--- src/rtl/calc_pkg.sv ---
// Shared definitions for the calculator output path: FSM states and
// active-high 7-segment glyphs in {g,f,e,d,c,b,a} bit order.
package calc_pkg;

    typedef enum logic [1:0] {
        ST_IDLE    = 2'd0,
        ST_CONVERT = 2'd1,
        ST_UPDATE  = 2'd2
    } state_e;

    localparam logic [6:0] SEG_0     = 7'h3F;
    localparam logic [6:0] SEG_1     = 7'h06;
    localparam logic [6:0] SEG_2     = 7'h5B;
    localparam logic [6:0] SEG_3     = 7'h4F;
    localparam logic [6:0] SEG_4     = 7'h66;
    localparam logic [6:0] SEG_5     = 7'h6D;
    localparam logic [6:0] SEG_6     = 7'h7D;
    localparam logic [6:0] SEG_7     = 7'h07;
    localparam logic [6:0] SEG_8     = 7'h7F;
    localparam logic [6:0] SEG_9     = 7'h6F;
    localparam logic [6:0] SEG_E     = 7'h79;
    localparam logic [6:0] SEG_r     = 7'h50;
    localparam logic [6:0] SEG_BLANK = 7'h00;

    // Map the board polarity onto an active-high glyph.
    function automatic logic [6:0] seg_polarity(input logic [6:0] seg, input bit active_low);
        return active_low ? ~seg : seg;
    endfunction

endpackage

--- src/rtl/seg7_decoder.sv ---
// One 7-segment digit decoder (active-high output). blank wins over
// everything; with err_char set, bcd 4'hE selects 'E' and any other value 'r'.
module seg7_decoder
    import calc_pkg::*;
(
    input  logic [3:0] bcd,
    input  logic       blank,
    input  logic       err_char,
    output logic [6:0] seg
);

    // Glyph selection
    always_comb begin
        seg = SEG_BLANK;
        if (blank) begin
            seg = SEG_BLANK;
        end else if (err_char) begin
            seg = (bcd == 4'hE) ? SEG_E : SEG_r;
        end else begin
            case (bcd)
                4'd0:    seg = SEG_0;
                4'd1:    seg = SEG_1;
                4'd2:    seg = SEG_2;
                4'd3:    seg = SEG_3;
                4'd4:    seg = SEG_4;
                4'd5:    seg = SEG_5;
                4'd6:    seg = SEG_6;
                4'd7:    seg = SEG_7;
                4'd8:    seg = SEG_8;
                4'd9:    seg = SEG_9;
                default: seg = SEG_BLANK;
            endcase
        end
    end

endmodule

--- src/rtl/result_display_driver.sv ---
// Captures a signed result (or an error flag), converts the magnitude to BCD
// with a one-shift-per-clock double-dabble and registers the 7-segment
// patterns, sign LED and error LED.
module result_display_driver
    import calc_pkg::*;
#(
    parameter int DATA_W         = 16,
    parameter int DIGITS         = 5,
    parameter bit SEG_ACTIVE_LOW = 1'b1
) (
    input  logic              clk,
    input  logic              rst,
    input  logic              load,
    input  logic [DATA_W-1:0] result,
    input  logic              error_in,
    output logic              busy,
    output logic              done,
    output logic [6:0]        ONES,
    output logic [6:0]        TENS,
    output logic [6:0]        HUNDREDS,
    output logic [6:0]        THOUSAND,
    output logic [6:0]        TEN_THOUSAND,
    output logic              sign,
    output logic              ERROR
);

    localparam int DD_W  = 4 * DIGITS + DATA_W;
    localparam int CNT_W = $clog2(DATA_W);

    state_e               state_q, state_d;
    logic [DD_W-1:0]      dd_q, dd_adj;
    logic [CNT_W-1:0]     cnt_q;
    logic                 neg_q, err_q;
    logic                 done_q, sign_q, error_q;
    logic [6:0]           seg_q [DIGITS];
    logic [6:0]           seg_d [DIGITS];
    logic [DATA_W-1:0]    mag;
    logic [4*DIGITS-1:0]  bcd;

    // |result| as unsigned; 16'h8000 maps to 32768 naturally
    assign mag = result[DATA_W-1] ? (~result + {{(DATA_W-1){1'b0}}, 1'b1}) : result;
    assign bcd = dd_q[DD_W-1:DATA_W];

    // Add-3 correction on every BCD nibble before the shift
    assign dd_adj[DATA_W-1:0] = dd_q[DATA_W-1:0];
    for (genvar gi = 0; gi < DIGITS; gi++) begin : g_adj
        logic [3:0] nib;
        assign nib = dd_q[DATA_W + 4*gi +: 4];
        assign dd_adj[DATA_W + 4*gi +: 4] = (nib >= 4'd5) ? nib + 4'd3 : nib;
    end

    // Per-digit decoders: numeric with leading-zero blanking, or the "_Err_" pattern
    for (genvar gi = 0; gi < DIGITS; gi++) begin : g_dig
        logic       dig_blank, dig_err;
        logic [3:0] dig_bcd;
        logic [6:0] dig_seg;
        if (gi == 0) begin : g_ones
            assign dig_blank = err_q;
        end else begin : g_upper
            assign dig_blank = err_q ? (gi == DIGITS - 1 || gi == 0)
                                     : ~(|bcd[4*DIGITS-1:4*gi]);
        end
        assign dig_err = err_q;
        assign dig_bcd = err_q ? ((gi == 3) ? 4'hE : 4'h0) : bcd[4*gi +: 4];
        seg7_decoder u_dec (
            .bcd      (dig_bcd),
            .blank    (dig_blank),
            .err_char (dig_err),
            .seg      (dig_seg)
        );
        assign seg_d[gi] = seg_polarity(dig_seg, SEG_ACTIVE_LOW);
    end

    // Next-state logic for IDLE -> CONVERT -> UPDATE -> IDLE
    always_comb begin
        state_d = state_q;
        case (state_q)
            ST_IDLE:    if (load) state_d = error_in ? ST_UPDATE : ST_CONVERT;
            ST_CONVERT: if (cnt_q == CNT_W'(DATA_W - 1)) state_d = ST_UPDATE;
            ST_UPDATE:  state_d = ST_IDLE;
            default:    state_d = ST_IDLE;
        endcase
    end

    // Capture, conversion datapath and display registers
    always_ff @(posedge clk or posedge rst) begin
        if (rst) begin
            state_q <= ST_IDLE;
            dd_q    <= '0;
            cnt_q   <= '0;
            neg_q   <= 1'b0;
            err_q   <= 1'b0;
            done_q  <= 1'b0;
            sign_q  <= 1'b0;
            error_q <= 1'b0;
            for (int i = 0; i < DIGITS; i++) begin
                seg_q[i] <= seg_polarity((i == 0) ? SEG_0 : SEG_BLANK, SEG_ACTIVE_LOW);
            end
        end else begin
            state_q <= state_d;
            done_q  <= 1'b0;
            case (state_q)
                ST_IDLE: begin
                    if (load) begin
                        err_q <= error_in;
                        cnt_q <= '0;
                        if (!error_in) begin
                            neg_q <= result[DATA_W-1];
                            dd_q  <= {{(4*DIGITS){1'b0}}, mag};
                        end
                    end
                end
                ST_CONVERT: begin
                    dd_q  <= {dd_adj[DD_W-2:0], 1'b0};
                    cnt_q <= cnt_q + 1'b1;
                end
                ST_UPDATE: begin
                    for (int i = 0; i < DIGITS; i++) begin
                        seg_q[i] <= seg_d[i];
                    end
                    sign_q  <= neg_q && (bcd != '0) && !err_q;
                    error_q <= err_q;
                    done_q  <= 1'b1;
                end
                default: ;
            endcase
        end
    end

    assign busy         = (state_q != ST_IDLE);
    assign done         = done_q;
    assign sign         = sign_q;
    assign ERROR        = error_q;
    assign ONES         = seg_q[0];
    assign TENS         = seg_q[1];
    assign HUNDREDS     = seg_q[2];
    assign THOUSAND     = seg_q[3];
    assign TEN_THOUSAND = seg_q[4];

endmodule

--- config.mk ---
export PLATFORM = sky130hd
export DESIGN_NAME = result_display_driver
export DESIGN_NICKNAME = d
export VERILOG_FILES = /design/src/rtl/calc_pkg.sv /design/src/rtl/seg7_decoder.sv /design/src/rtl/result_display_driver.sv
export SDC_FILE = /design/constraint.sdc
export NUM_CORES = 1
export LEC_CHECK = 0
export CELL_PAD_IN_SITES_DETAIL_PLACEMENT = 0
export CELL_PAD_IN_SITES_GLOBAL_PLACEMENT = 1
export CORE_AREA = 5 5 114 116
export DETAILED_ROUTE_END_ITERATION = 8
export DIE_AREA = 0 0 119 121
export GPL_ROUTABILITY_DRIVEN = 0
export GPL_TIMING_DRIVEN = 0
export PLACE_DENSITY_LB_ADDON = 0.15
export SLEW_MARGIN = 20
export SYNTH_ARGS = -nofsm -noshare
export SYNTH_HDL_FRONTEND = slang
export SYNTH_SLANG_ARGS = --single-unit
--- constraint.sdc ---
create_clock -name clk -period 2.85 [get_ports clk]
set_input_delay 0.57 -clock clk [delete_from_list [all_inputs] [get_ports clk]]
set_output_delay 0.57 -clock clk [all_outputs]
set_load 0.01 [all_outputs]
==> After elaboration in Yosys (flattened, before gate mapping) <==
Memory sizes are Yosys's and may differ from the RTL's.
Cells that the tools add are included.
{ "word_totals": {"register_bits": 82, "romBits": 560, "input_bits": 20, "out_inout_bits": 39, "wordCells": 105, "memories": 5} }
{ "mem_list": {"columns": ["name", "words", "word_bits", "read_ports", "rd_clocked_by_memory_dff", "write_ports", "line", "rtl"], "rows": [
  ["(no name shown)", 16, 7, 1, 0, 0, "seg7_decoder.sv:20", "case (bcd)"],
  ["(no name shown)", 16, 7, 1, 0, 0, "seg7_decoder.sv:20", null],
  ["(no name shown)", 16, 7, 1, 0, 0, "seg7_decoder.sv:20", null],
  ["(no name shown)", 16, 7, 1, 0, 0, "seg7_decoder.sv:20", null],
  ["(no name shown)", 16, 7, 1, 0, 0, "seg7_decoder.sv:20", null]
]} }
{ "op_classes": {"add_sub_neg": 7, "order_cmp": 5, "eq_ne": 10, "muxes": 38, "n_bitwise": 11, "n_reduce_logical": 16} }
{ "op_table": {"columns": ["cell", "count"], "rows": [
  ["$mux 36", 2],
  ["$pmux 36 s2", 1],
  ["$mux 7", 9],
  ["$mux 4", 10],
  ["$not 7->7", 5],
  ["$mux 6", 4],
  ["$eq 4x4->1 const B", 5],
  ["$ge 4x3->1 const B", 5],
  ["$reduce_bool 20->1", 1],
  ["$add 16x1->16 const B", 1],
  ["$add 4x2->4 const B", 4],
  ["$mux 16", 1],
  ["$not 16->16", 1],
  ["$reduce_or 16->1", 1],
  ["$reduce_or 12->1", 1],
  ["$pmux 4 s2", 1],
  ["$reduce_or 8->1", 1],
  ["$mux 2", 3],
  ["$ne 2x2->1 const B", 3],
  ["$reduce_and 2->1", 3],
  ["$reduce_and 3->1", 2],
  ["$mux 1", 5],
  ["$not 1->1", 5],
  ["$add 4x1->4 const B", 1],
  ["10 further kinds", 12]
]} }

==> Longest topological paths before layout <==
{ "depth": {"word_depth": 6, "depth_mapped": 9, "depth_no_buf": 8} }

==> Cells and area by module <==
A second synthesis with hierarchy kept.
{ "unflattened": {"cells_unflattened": 617, "area_unflattened_um2": 5521.5} }
{ "by_module_without_submodules": {"columns": ["mod", "n_inst", "cells_per_inst", "area_each_um2", "seq_area_each_um2"], "rows": [
  ["result_display_driver", 1, 421, 4095.2, 2088.3],
  ["seg7_decoder (g_dig[3].u_dec ...)", 2, 40, 289.0, 0.0],
  ["seg7_decoder (g_dig[0].u_dec)", 1, 41, 300.3, 0.0],
  ["seg7_decoder (g_dig[1].u_dec)", 1, 38, 286.5, 0.0],
  ["seg7_decoder (g_dig[2].u_dec)", 1, 37, 261.5, 0.0]
]} }

==> Least setup slack after synthesis <==
OpenSTA, ideal clock, no wires.
{ "synth_timing": {"path_type": "register to register", "start": "register dd_q[32]", "end": "register sign_q (netlist: sign)", "setup_time_ns": 0.122, "arrival_ns": 1.870, "t_required_ns": 2.728, "setup_slack_ns": 0.858, "stages_incl_launch_ff": 7, "path_buffers": 0, "period_less_slack_ns": 1.992, "path_cell_list": "dfrtp_1 > inv_1 > ha_1 > and4bb_4 > nand4_1 > or4b_1 > a32o_1"} }
{ "synth_via": {"elab_chain_len": 3} }
{ "synth_lines": {"columns": ["element", "line", "rtl"], "rows": [
  ["start: declaration", "result_display_driver.sv:31", "logic [DD_W-1:0] dd_q, dd_adj;"],
  ["start signal: assignment", "result_display_driver.sv:109", "dd_q <= {{(4*DIGITS){1'b0}}, mag};"],
  ["start signal: assignment", "result_display_driver.sv:114", "dd_q <= {dd_adj[DD_W-2:0], 1'b0};"],
  ["$reduce_bool 20->1", "result_display_driver.sv:121", "sign_q <= neg_q && (bcd != '0) && !err_q;"],
  ["$logic_and 1x1->1 (2 in a row)", "result_display_driver.sv:121", null],
  ["end signal: assignment", "result_display_driver.sv:121", null],
  ["end: declaration", "result_display_driver.sv:34", "logic done_q, sign_q, error_q;"]
]} }
No other way between the ends.
A chain may end at the register's enable or synchronous reset.

==> Final worst setup path <==
{ "layout_timing": {"start": "register err_q", "end": "register seg_q (netlist bit HUNDREDS[4])"} }
{ "layout_via": {"elab_chain_len": 5, "word_cells_on_any_way": 6, "classes_between": "mux: 4; bitwise: 1; memory: 1"} }
{ "layout_lines": {"columns": ["element", "line", "rtl"], "rows": [
  ["start: declaration", "result_display_driver.sv:33", "logic neg_q, err_q;"],
  ["start signal: assignment", "result_display_driver.sv:105", "err_q <= error_in;"],
  ["$mux 4", "result_display_driver.sv:64", "assign dig_bcd = err_q ? ((gi == 3) ? 4'hE : 4'h0) : bcd[4*gi +: 4];"],
  ["$mem_v2 16x7", null, null],
  ["$mux 7", "seg7_decoder.sv:17", "end else if (err_char) begin"],
  ["$mux 7 *", "seg7_decoder.sv:15", "if (blank) begin"],
  ["$not 7->7 *", "calc_pkg.sv:27", "return active_low ? ~seg : seg;"],
  ["end signal: indexed assignment", "result_display_driver.sv:97", "seg_q[i] <= seg_polarity((i == 0) ? SEG_0 : SEG_BLANK, SEG_ACTIVE_LOW);"],
  ["end signal: indexed assignment", "result_display_driver.sv:119", "seg_q[i] <= seg_d[i];"],
  ["end: declaration", "result_display_driver.sv:35", "logic [6:0] seg_q [DIGITS];"]
]} }
Mark *: on every way between the ends. The rest lies on a longest branch, timed or not.

==> results.md <==
- Num CTS Buffers: 9
- Die height: 121 um
- Ys Warns: 0
- FF-to-FF Start: err_q$_DFFE_PP0P_
- Die X: 119 um
- Combinational power share: 0.489
- Mux contribution to synthesized area: 0.0242
- Worst Reg-to-Reg Cells: 9
- Total Nets Final: about 670
- Sink Count: between 80 and 90
- First-pass GRT wire length: 21,600 um
- Startpoint Class: flop
- Row cnt: 40
- Vias in the first global route: about 4,200
- Antenna Nets Post-Route: 0
- Pwr Total: ~6.5 mW
- Mean post-synth cell area: roughly 9.6 sq um
- Critical path endpoint category: flop
- DP HPWL: 9450 um
- Distinct cells, synth: 59
- Worst slew pin tran: slightly below 0.7 ns
- Post-synth EDFFs: 0
- CTS H-tree lvls: 3
- Ratio of cells with drive above 1 in the final layout: 0.106
- Share of the synthesized area in the top cell type: 0.259
- Count of final setup violators: 0
- Vias: 4,226
- GRT overflow: 0
- CP Data Arrival Time: 2.92 ns
- PostCTS Resize Cnt: 0
- Area delta synth->final: 21.3%
- Maximum vdd ir drop: approximately 0.40 mV
- Clk slew on worst S/H paths: 0.06 ns
- Final Max Slew Viols: 0
- Setup WS post-layout: 0.225 ns
- Via-to-Cell Ratio: 5.61
- Layout Skew: 0.00587 ns
- CP required: 3.14 ns
- CTS Hold Bufs: 0
- Input/output buffers: 57
- Async SR Flop Fraction: 1.00
- Max-Cap Viols: 0
- Cell Area, Synth: 5110 sq um
- Worst min-delay path startpoint: ERROR$_DFFE_PP0P_
- Power per cell area: 1040 nW/um^2
- Power Internal: slightly below 4 mW
- R2R Setup Slk: 0.23 ns
- Setup Fix Bufs, Post-CTS: 0
- HP Class: reg -> reg
- Number of fill cells: between 1,000 and 1,500
- CTS tree: yes
- Core area: 11,800 sq um
- Largest net degree at the start of global routing: 52
- Routed WL per cell: 16.9 um
- RR Endpoint: HUNDREDS[4]$_DFFE_PP1P_
- Hold Path Depth: 2
- Place WS: 0.188 ns
- Post-synthesis simple-gate area fraction: 0.158
- NetSw: 2.54 mW
- Final hold violations: 0
- Minimum clock period: 2.62 ns
- Main area contributors after synthesis: dfrtp_1 (26%), dfstp_2 (15%), ha_1 (11%)
- Die area: 14,400 sq um
- Largest family of logic cells by synthesized area: compound AO/OA/AOI/OAI gates
- DRT Pass-1 Iters: 4
- Sw Share: 0.392
- Leakage: 2.57 nW
- DRC viols: 0
- Max Fclk: 0.381 GHz
- Predominant post-synthesis flop cell: dfrtp_1
- Initial antenna violation count: 0
- GRT Util Overall: 0.186
- Fin crit share: 0.921
- CTS max path bufs: 2
- Register share of total power: 0.325
- Initial DRC count: 200
- Synth Instances: 532
- Status: complete, no violations
- Min-Delay Endpoint: ERROR$_DFFE_PP0P_
- N_diodes: 0
- Critical path peak fanout: 10
- Initial core utilization: 0.433
- Sequential element share of the synthesized area: 0.408
- Clock group share of total power: 0.186
- Post-Synth Adder-Cell Area: 0.110
- Synth Area in Compound Gates: 0.225
- Max_slew headroom: 0.546
- Mapped Nets: 597
- Drt total wl: 12,700 um
- Register bit count reported by yosys: 82
- Num ports: just under 60
- Crit path from: err_q$_DFFE_PP0P_
- Worst-skew pair later-pin latency: 0.35 ns
- Critical path class: reg -> reg
- Synth area leader: dfrtp_1
- Root Buffer: clkbuf_16
- Xor/xnor share of the synthesized area: 0.0274
- Unrepaired setup endpoints after global routing: false
cells by family after synthesis:
group	after synthesis
mux	12
compound gates	167
simple gates	148
fa+ha+maj	45
buf+inv	62
xor+xnor	16
flops	82
worst max-delay path: stages, from the launching register on:
cell	delay (ns)
dfrtp_1	0.44
clkbuf_1	0.30
buf_1	0.37
nor2_1	0.29
inv_1	0.13
ha_1	0.22
and3b_1	0.17
a31o_2	0.21
a211oi_1	0.31
a21o_1	0.13
layer usage:
metal,up-vias,GRT usage,share of wire
met5,-,0,0
met4,0,0.0652,0.016
met3,15,0.0368,0.044
met2,102,0.295,0.46
met1,2031,0.253,0.48
li1,2078,-,-
layout make-up:
cell class              instances  area (sq um)  area share
flip-flops and latches         82          2090       0.337
repair buffers                 58           598      0.0964
clock buffers                  11           253      0.0407
multi-input cells             388          2780       0.449
inverters                      31           119      0.0192
plain buffers                  31           126      0.0204
clock inverters                 5          52.6     0.00847
well taps                     147           184      0.0296
state kept, by name, indices dropped and copies added (netlist names):
signal / flops
cnt_q: 4
neg_q: 1
HUNDREDS: 7
THOUSAND: 7
TEN_THOUSAND: 7
sign: 1
dd_q: 36
ERROR: 1
done: 1
state_q: 2
err_q: 1
TENS: 7
ONES: 7
per-stage QoR:
stage	cell area (sq um)	TNS, ns	instances	util	hold slack [ns]
2_1_floorplan	5110	0	532	-	0.447
3_3_place_gp	5870	-75.18	736	0.497	0.463
3_5_place_dp	5900	0	737	0.499	0.474
4_1_cts	6200	0	753	0.525	0.488
5_1_grt	6200	0	753	0.525	0.507
6_report	6200	0	753	0.525	0.482
worst max path at each step:
stage | endpoint | slack [ns] | cells past startpoint
global route | HUNDREDS[4]$_DFFE_PP1P_ | 0.07 | 9
floorplan | ERROR$_DFFE_PP0P_ | 0.22 | 1
global placement | ONES[0]$_DFFE_PP0P_ | -1.21 | 2
detailed placement | dd_q[32]$_DFFE_PP0P_ | 0.19 | 5
finish | HUNDREDS[4]$_DFFE_PP1P_ | 0.23 | 9
CTS | HUNDREDS[4]$_DFFE_PP1P_ | 0.24 | 9
power by group through the flow:
stage	Clock, mW	Sequential, mW	Combinational, mW
finish	1.21	2.11	3.17
global route	1.27	2.17	3.54
CTS	1.22	2.11	3.19
detailed placement	0	2.13	3.17
global placement	0	2.11	3.11
floorplan	0	2.17	1.98
cell usage in the layout (no fill, tap or decap), types with 4 or more instances in the layout:
master           synthesis  routed
nor3b_1                  8       8
a22oi_1                  6       6
nand2b_1                12      12
dfrtp_1                 53      53
and2_1                   5       5
clkbuf_16                0       9
o21ai_0                 30      30
clkdlybuf4s50_1          0      57
inv_1                   30      29
or3_1                    7       7
clkbuf_1                26      26
nand3_1                  6       6
a32o_1                   6       6
nor2b_1                  9       9
o32a_1                   4       4
o22ai_1                 17      17
xor2_1                   9       9
a22o_1                   8       8
a21oi_1                 33      33
nor3_1                   8       8
mux2i_1                  9       9
nor2_1                  35      35
a31oi_1                  8       8
o31ai_1                  9       9
a211oi_1                 6       6
o22a_1                  18      18
o21ai_1                  6       6
nand2_1                 35      35
ha_1                    45      45
xnor2_1                  7       7
dfstp_2                 29      29
cell usage after synthesis (all sizes together) (2+ instances only):
cell type and n:
o22ai 17, dfstp 29, dfrtp 53, nand3 6, nor4 4, nor2b 9, a32o 6, mux2i 9
mux2 3, and3b 2, o32a 4, o31ai 9, xnor2 7, a22oi 6, inv 31, nand2b 12
a31oi 8, or2 2, nor4b 3, or4b 2, nor3b 8, nor3 8, o22a 18, ha 45
and3 2, nand3b 2, xor2 9, buf 5, or3 7, or4 4, a22o 8, o41ai 2
o211ai 2, o21ai 36, nor2 35, o32ai 3, o21a 2, a21oi 33, and2 5, a211oi 6
nand2 35, a21o 2, clkbuf 26
(Power assumes the default switching activity.)
